**config.mk**
```make
export PLATFORM = sky130hd
export DESIGN_NAME = mem_port_arbiter
export DESIGN_NICKNAME = d
export VERILOG_FILES = /design/src/rtl/mem_port_arbiter.sv
export SDC_FILE = /design/constraint.sdc
export NUM_CORES = 1
export LEC_CHECK = 0
export ABC_AREA = 1
export BUFFER_PORTS_ARGS = -buffer_cell sky130_fd_sc_hd__buf_2
export CELL_PAD_IN_SITES_DETAIL_PLACEMENT = 0
export CELL_PAD_IN_SITES_GLOBAL_PLACEMENT = 1
export CORE_ASPECT_RATIO = 1.25
export CORE_MARGIN = 2
export CORE_UTILIZATION = 24
export DETAILED_ROUTE_END_ITERATION = 7
export GPL_TIMING_DRIVEN = 0
export PLACE_DENSITY_LB_ADDON = 0.25
export SLEW_MARGIN = 20
export SYNTH_ARGS = -nofsm -noshare
export SYNTH_HDL_FRONTEND = slang
export SYNTH_SLANG_ARGS = --single-unit
```
**constraint.sdc**
```tcl
create_clock -name clk -period 1.4 [get_ports clk]
set_input_delay 0.28 -clock clk [delete_from_list [all_inputs] [get_ports clk]]
set_output_delay 0.28 -clock clk [all_outputs]
set_load 0.005 [all_outputs]
```
**src/rtl/mem_port_arbiter.sv**
```systemverilog
// mem_port_arbiter
//   Shares one SRAM-like memory bus between instruction fetch and data access.
//   One transaction in flight at a time: IDLE grants a requester and latches its
//   request into the bus registers, ADDR presents the address phase, WAIT holds
//   until the response arrives, which is routed back to the owning side.
//
//   Optional feature (macro MEM_ARB_RR_EN):
//     defined   - round-robin on a simultaneous inst/data request in IDLE
//                 (the side not granted last wins; data wins the first tie).
//     undefined - fixed data-over-inst priority.
//
// Ports
//   clk, rst                  clock, asynchronous active-low reset
//   inst_req/addr/cancel      fetch request side (cancel discards the response)
//   inst_addr_ok/data_ok/rdata  fetch handshakes and read data
//   data_req/wr/size/addr/wdata data request side
//   data_addr_ok/data_ok/rdata  data handshakes and load data
//   bus_req/wr/size/addr/wdata  memory bus request (registered fields)
//   bus_addr_ok/data_ok/rdata   memory bus handshakes and read data
//   busy                      a transaction is in flight

module mem_port_arbiter #(
    parameter int unsigned ADDR_W = 32,
    parameter int unsigned DATA_W = 32
) (
    input  logic              clk,
    input  logic              rst,

    input  logic              inst_req,
    input  logic [ADDR_W-1:0] inst_addr,
    input  logic              inst_cancel,
    output logic              inst_addr_ok,
    output logic              inst_data_ok,
    output logic [DATA_W-1:0] inst_rdata,

    input  logic              data_req,
    input  logic              data_wr,
    input  logic [1:0]        data_size,
    input  logic [ADDR_W-1:0] data_addr,
    input  logic [DATA_W-1:0] data_wdata,
    output logic              data_addr_ok,
    output logic              data_data_ok,
    output logic [DATA_W-1:0] data_rdata,

    output logic              bus_req,
    output logic              bus_wr,
    output logic [1:0]        bus_size,
    output logic [ADDR_W-1:0] bus_addr,
    output logic [DATA_W-1:0] bus_wdata,
    input  logic              bus_addr_ok,
    input  logic              bus_data_ok,
    input  logic [DATA_W-1:0] bus_rdata,

    output logic              busy
);

    typedef enum logic [1:0] {StIdle, StAddr, StWait} stateT;

    localparam logic OwnInst = 1'b0;
    localparam logic OwnData = 1'b1;

    stateT stateQ;
    logic  ownerQ;
    logic  cancelPendQ;

    logic  grantData;
    logic  grantInst;
    logic  inIdle;
    logic  deliver;

`ifdef MEM_ARB_RR_EN
    logic  lastGrantQ;
`endif

    always_comb begin
`ifdef MEM_ARB_RR_EN
        // On a tie, the side that did not win last time goes first.
        grantData = data_req && (!inst_req || (lastGrantQ == OwnInst));
`else
        grantData = data_req;
`endif
        grantInst = inst_req && !grantData;

        // rst gating keeps the combinational addr_ok low while reset is held.
        inIdle       = rst && (stateQ == StIdle);
        inst_addr_ok = inIdle && grantInst;
        data_addr_ok = inIdle && grantData;

        // A response counts in ADDR only when the address is accepted the same cycle.
        deliver = ((stateQ == StAddr) && bus_addr_ok && bus_data_ok) ||
                  ((stateQ == StWait) && bus_data_ok);

        // A cancel arriving with the response suppresses it as well.
        inst_data_ok = deliver && (ownerQ == OwnInst) && !cancelPendQ && !inst_cancel;
        data_data_ok = deliver && (ownerQ == OwnData);
        inst_rdata   = inst_data_ok ? bus_rdata : '0;
        data_rdata   = data_data_ok ? bus_rdata : '0;

        bus_req = (stateQ == StAddr);
        busy    = (stateQ != StIdle);
    end

    always_ff @(posedge clk or negedge rst) begin
        if (!rst) begin
            stateQ      <= StIdle;
            ownerQ      <= OwnInst;
            cancelPendQ <= 1'b0;
            bus_wr      <= 1'b0;
            bus_size    <= 2'd0;
            bus_addr    <= '0;
            bus_wdata   <= '0;
`ifdef MEM_ARB_RR_EN
            lastGrantQ  <= OwnInst;
`endif
        end else begin
            // Cancel only matters for an inst transaction already on the bus.
            if (stateQ != StIdle && ownerQ == OwnInst && inst_cancel) begin
                cancelPendQ <= 1'b1;
            end

            case (stateQ)
                StIdle: begin
                    if (grantData) begin
                        ownerQ    <= OwnData;
                        bus_wr    <= data_wr;
                        bus_size  <= data_size;
                        bus_addr  <= data_addr;
                        bus_wdata <= data_wdata;
                        stateQ    <= StAddr;
`ifdef MEM_ARB_RR_EN
                        lastGrantQ <= OwnData;
`endif
                    end else if (grantInst) begin
                        ownerQ    <= OwnInst;
                        bus_wr    <= 1'b0;
                        bus_size  <= 2'd2;
                        bus_addr  <= inst_addr;
                        bus_wdata <= '0;
                        stateQ    <= StAddr;
`ifdef MEM_ARB_RR_EN
                        lastGrantQ <= OwnInst;
`endif
                    end
                end
                StAddr: begin
                    if (bus_addr_ok) begin
                        if (bus_data_ok) begin
                            stateQ      <= StIdle;
                            cancelPendQ <= 1'b0;
                        end else begin
                            stateQ <= StWait;
                        end
                    end
                end
                StWait: begin
                    if (bus_data_ok) begin
                        stateQ      <= StIdle;
                        cancelPendQ <= 1'b0;
                    end
                end
                default: begin
                    stateQ      <= StIdle;
                    cancelPendQ <= 1'b0;
                end
            endcase
        end
    end

endmodule

```
## After elaboration in Yosys (flattened, before gate mapping)

Index checks and enable logic that the tools add are counted.

| cells by class | value |
|---|---|
| equal/unequal tests | 5 |
| bitwise operators | 1 |
| muxes and demuxes | 21 |
| reductions and logical operators | 22 |

Operator list:

| cell | number |
|---|---|
| 2-to-1 mux 32 bit | 6 |
| 2-to-1 mux 2 bit | 7 |
| logical AND 1 bit | 13 |
| 2-to-1 mux 1 bit | 6 |
| case mux 2 bit (3 select lines) | 1 |
| nonzero test 2 bit | 2 |
| logical NOT 1 bit | 3 |
| inequality test 3 bit (second input constant) | 1 |
| case mux 1 bit (3 select lines) | 1 |
| AND reduction 3 bit | 1 |
| == test 2 x 1 -> 1 bit (second input constant) | 1 |
| == test 2 bit (second input constant) | 1 |
| logical NOT 2 bit | 1 |
| inequality test 2 x 1 -> 1 bit (second input constant) | 1 |
| inequality test 2 bit (second input constant) | 1 |
| AND reduction 2 bit | 1 |
| logical OR 1 bit | 1 |
| NOT 1 bit | 1 |

| storage, ports and cells | value |
|---|---|
| input bits | 138 |
| bits in registers | 71 |

## Longest topological paths before layout

| logic depth | value |
|---|---|
| depth after elaboration | 8 |
| gate-level depth with buffers | 6 |
| depth with buffers taken out | 6 |

## Least setup slack after synthesis

OpenSTA, ideal clock, no wires.

| timing | value |
|---|---|
| path kind | register to output |
| start point | register stateQ[1] |
| end point | output data_rdata[22] |
| buffers on the path | 1 |
| slack | 0.008 ns |
| cell stages (with the launch flop) | 7 |
| data arrival time | 1.112 ns |
| cell sequence | dfrtp_1 inv_1 nand3_1 nand2_1 nand3_4 buf_6 nor2_1 |

| between the ends | value |
|---|---|
| longest elaborated chain between the ends | 6 |
| elaborated cells between the ends (all ways) | 8 |
| those cells by class | 2 x eq/ne; 1 x mux; 5 x reduce/logical |

Ends and longest elaborated chain:

| what | RTL line | text |
|---|---|---|
| from (decl) | 62 | `stateT stateQ;` |
| from (signal assigned) | 105 | `stateQ <= StIdle;` |
| from (signal assigned) | 129 | `stateQ <= StAddr;` |
| from (signal assigned) | 139 | `stateQ <= StAddr;` |
| == test 2 x 1 -> 1 bit | 90 | `deliver = ((stateQ == StAddr) && bus_addr_ok && bus_data_ok) \|\|` |
| logical AND 1 bit (2 in a row) | 90 |  |
| logical OR 1 bit (*) | 90 |  |
| logical AND 1 bit (*) | 95 | `data_data_ok = deliver && (ownerQ == OwnData);` |
| 2-to-1 mux 32 bit (*) | 97 | `data_rdata = data_data_ok ? bus_rdata : '0;` |
| to (decl) | 43 | `output logic [DATA_W-1:0] data_rdata,` |

Every way passes the cells marked *; elsewhere a longest branch is shown, timed or not.

## Final worst setup path

| timing | value |
|---|---|
| start point | register stateQ[1] |
| end point | output inst_addr_ok |

| between the ends | value |
|---|---|
| longest elaborated chain between the ends | 3 |

Ends and longest elaborated chain:

| what | RTL line | text |
|---|---|---|
| logical NOT 2 bit | 85 | `inIdle = rst && (stateQ == StIdle);` |
| logical AND 1 bit | 85 |  |
| logical AND 1 bit | 86 | `inst_addr_ok = inIdle && grantInst;` |
| to (decl) | 32 | `output logic inst_addr_ok,` |

No other way between the ends.

==> results.md <==
* Reg-to-reg startpoint: stateQ[1]
* Worst-path fanout max at 4
* Final WL at 14.8 mm
* Post-Synthesis Cell Area at 0.00372 sq mm
* Slew Viols, Final at 0
* Leakage at 3.97 nW
* Cell taking the most area after synthesis: dfrtp_1
* Final GP Congestion at 0.795
* Ranking of synthesized cells by area: dfrtp_1 48%, nand2_1 21%, inv_1 7.5%
* CTS Sinks at 71
* Share of the synthesized area in the top cell type at 0.478
* GR Layer Usage met1 at 0.171
* RR Endpoint: bus_wdata[21]
* Ports at 275
* Avg Cell Area, Syn at 6.98 sq um
* Final Instance Area at 0.00650 sq mm
* Most used routing layer: met2
* Sequential share of the synthesized area at 0.478
* CP cell instances: buf_4, buf_6, nor2_4, nand2_2, nor3_2, buf_2
* Synthesized net count at 671
* Peak Freq at 537 MHz
* Top Family by Delay on Critical Path: simple AND/OR/NAND/NOR gates
* DRC at 0
* CTS tree: done
* Initial DRT Pass Iterations at 4
* Startpoint types: flop
* Crit path kind: reg -> out
* Height of the die at 143 um
* Deepest clock path buffer count at 2
* DP Area at 0.00538 sq mm
* Worst path max stage delay at 430 ps
* Clk_lat worst skew at 330 ps
* VDD IR max at 745 uV
* Placement Setup Slack at -338 ps
* Period utilisation layout at 1.33
* Die area at 0.0165 sq mm
* CP required at 1120 ps
* Run status: finished with violations
* Slowest cell on the critical path: dfrtp_2
* Register bit count reported by yosys at 71
* Final nets at 988
* Clock skew at 7.43 ps
* CTS Hold Bufs at 3
* Crit. path cell count at 6
* Root Buffer: clkbuf_16
* Reg2Reg Depth at 10
* Async set or reset register ratio after synthesis at 1.00
* Setup TNS at -40710 ps
* Flop-to-flop setup slack at -290 ps
* Gr ovfl total at 0
* Synth-to-layout area growth at 74.8%
* Failing checks: negative hold slack, negative setup slack
* Max cap viols at 0
* Starting Density at 0.247
* Diodes inserted at 0
* RSZ-0062 raised after global routing: true
* Vias in the first global route at 4263
* Met3 global-route usage at 0.0518
* Post-synth EDFFs at 0
* CTS clk-pin slew, worst paths at 60 ps
* Global-route wire length before repair at 21.2 mm
* CP Buf/Inv Count at 3
* Share of layout cells above drive strength 1 at 0.477
* Hold Path Class: in -> async
* CP endpoint kind: output port
* Initial antenna violation count at 0
* GR met2 Demand/Resource at 0.320
* Core area at 0.0151 sq mm
* Actual slew at the worst max-slew pin at 546 ps
* ANT nets after route at 0
* # fillers at 1586
* Largest net degree at the start of global routing at 46
* 1st-iter DRT viols at 74
* Fin worst setup slack at -462 ps
* Library cells used by synthesis at 16
* Cell Rows at 50
* Max H-tree Level at 3
* Final hold vios at 44
* Leading cell types by count after synthesis: 209 x nand2_1, 74 x inv_1, 73 x nor2_1
* PortBufs at 273
* Syn Inst Count at 533
* Top_reg_cell synth: dfrtp_1
* Setup-failing EPs final at 138
* Post-route minimum period at 1860 ps
* Most frequent cell after synthesis: nand2_1
* Total track usage at 0.166
* CP arrival at 1580 ps
* TritonCTS Buffers at 9
* Relative slew slack at 0.636
* Number of vias per cell at 4.18
* Hold_ws at -53.5 ps
* Vias at 4444
* Power density over the cells at 1790 mW/mm^2
* DIE WIDTH at 115 um
* Final HPWL DP at 10.8 mm
* DR WL/cell at 13.9 um
* Ys Warns at 0
-- report_power, final --
group,leakage (nW),internal [mW],switching [mW]
combinational,2.92,2.68,2.75
clock,0.159,1.74,0.894
sequential,0.884,2.99,0.572
total,3.97,7.41,4.22
-- flip-flops by register name, indices dropped and copies added (netlist names) --
| register | flops |
|---|---|
| bus_addr | 32 |
| bus_size | 2 |
| bus_wdata | 32 |
| bus_wr | 1 |
| cancelPendQ | 1 |
| ownerQ | 1 |
| stateQ | 2 |
-- kinds of logic after synthesis --
logic type,after synthesis,synth area share
compound gates,36,0.0494
flops,71,0.478
buf+inv,104,0.126
simple gates,322,0.347
-- repair_timing --
item                                    in CTS  in global routing
cloned                                       7                  3
pin swaps                                    8                  8
hold endpoints to repair                    27                 44
buffers inserted                            18                  4
endpoints found under the setup margin     131                139
gates resized for setup                     58                 86
-- worst max-delay path by stage --
stage / startpoint / end / slack [ps]
6_report: stateQ[1] / inst_addr_ok / -460
5_1_grt: stateQ[1] / data_rdata[22] / -530
3_5_place_dp: stateQ[1] / inst_rdata[6] / -340
3_3_place_gp: rst / inst_addr_ok / -1020
4_1_cts: stateQ[1] / inst_rdata[7] / -440
2_1_floorplan: stateQ[1] / data_rdata[22] / 8
-- metal layers --
metal  vias to the layer above  part of all wire
li1                       2221                 -
met1                      2003              0.37
met2                       208              0.52
met3                        12             0.095
met4                         0             0.010
met5                         -                 0
-- stage by stage --
stage | instances | util | power, mW
2_1_floorplan | 533 | - | 5.44
3_5_place_dp | 1015 | 0.357 | 7.45
6_report | 1062 | 0.431 | 11.6
4_1_cts | 1058 | 0.409 | 11.2
5_1_grt | 1062 | 0.431 | 12.5
3_3_place_gp | 1014 | 0.355 | 7.37
-- placed cells by master (no fill, tap or decap), drive strengths merged, types with 3 or more instances in the layout --
cell / Yosys / layout
nand3: 37 / 37
bufinv: 0 / 3
nor2: 74 / 74
o21ai: 35 / 35
inv: 74 / 75
buf: 16 / 321
clkbuf: 14 / 24
nand2: 210 / 210
dfrtp: 71 / 71
-- final cells by class --
class                           instances  area [sq um]  area share
Sequential cell                        71          1780       0.274
Multi-Input combinational cell        358          1740       0.267
Inverter                               74           278      0.0427
Buffer                                 30           282      0.0433
Clock inverter                          5           106      0.0164
Clock buffer                           10           229      0.0352
Tap cell                              208           260      0.0400
Timing Repair Buffer                  306          1830       0.281
Power figures use the tool's default switching activity.
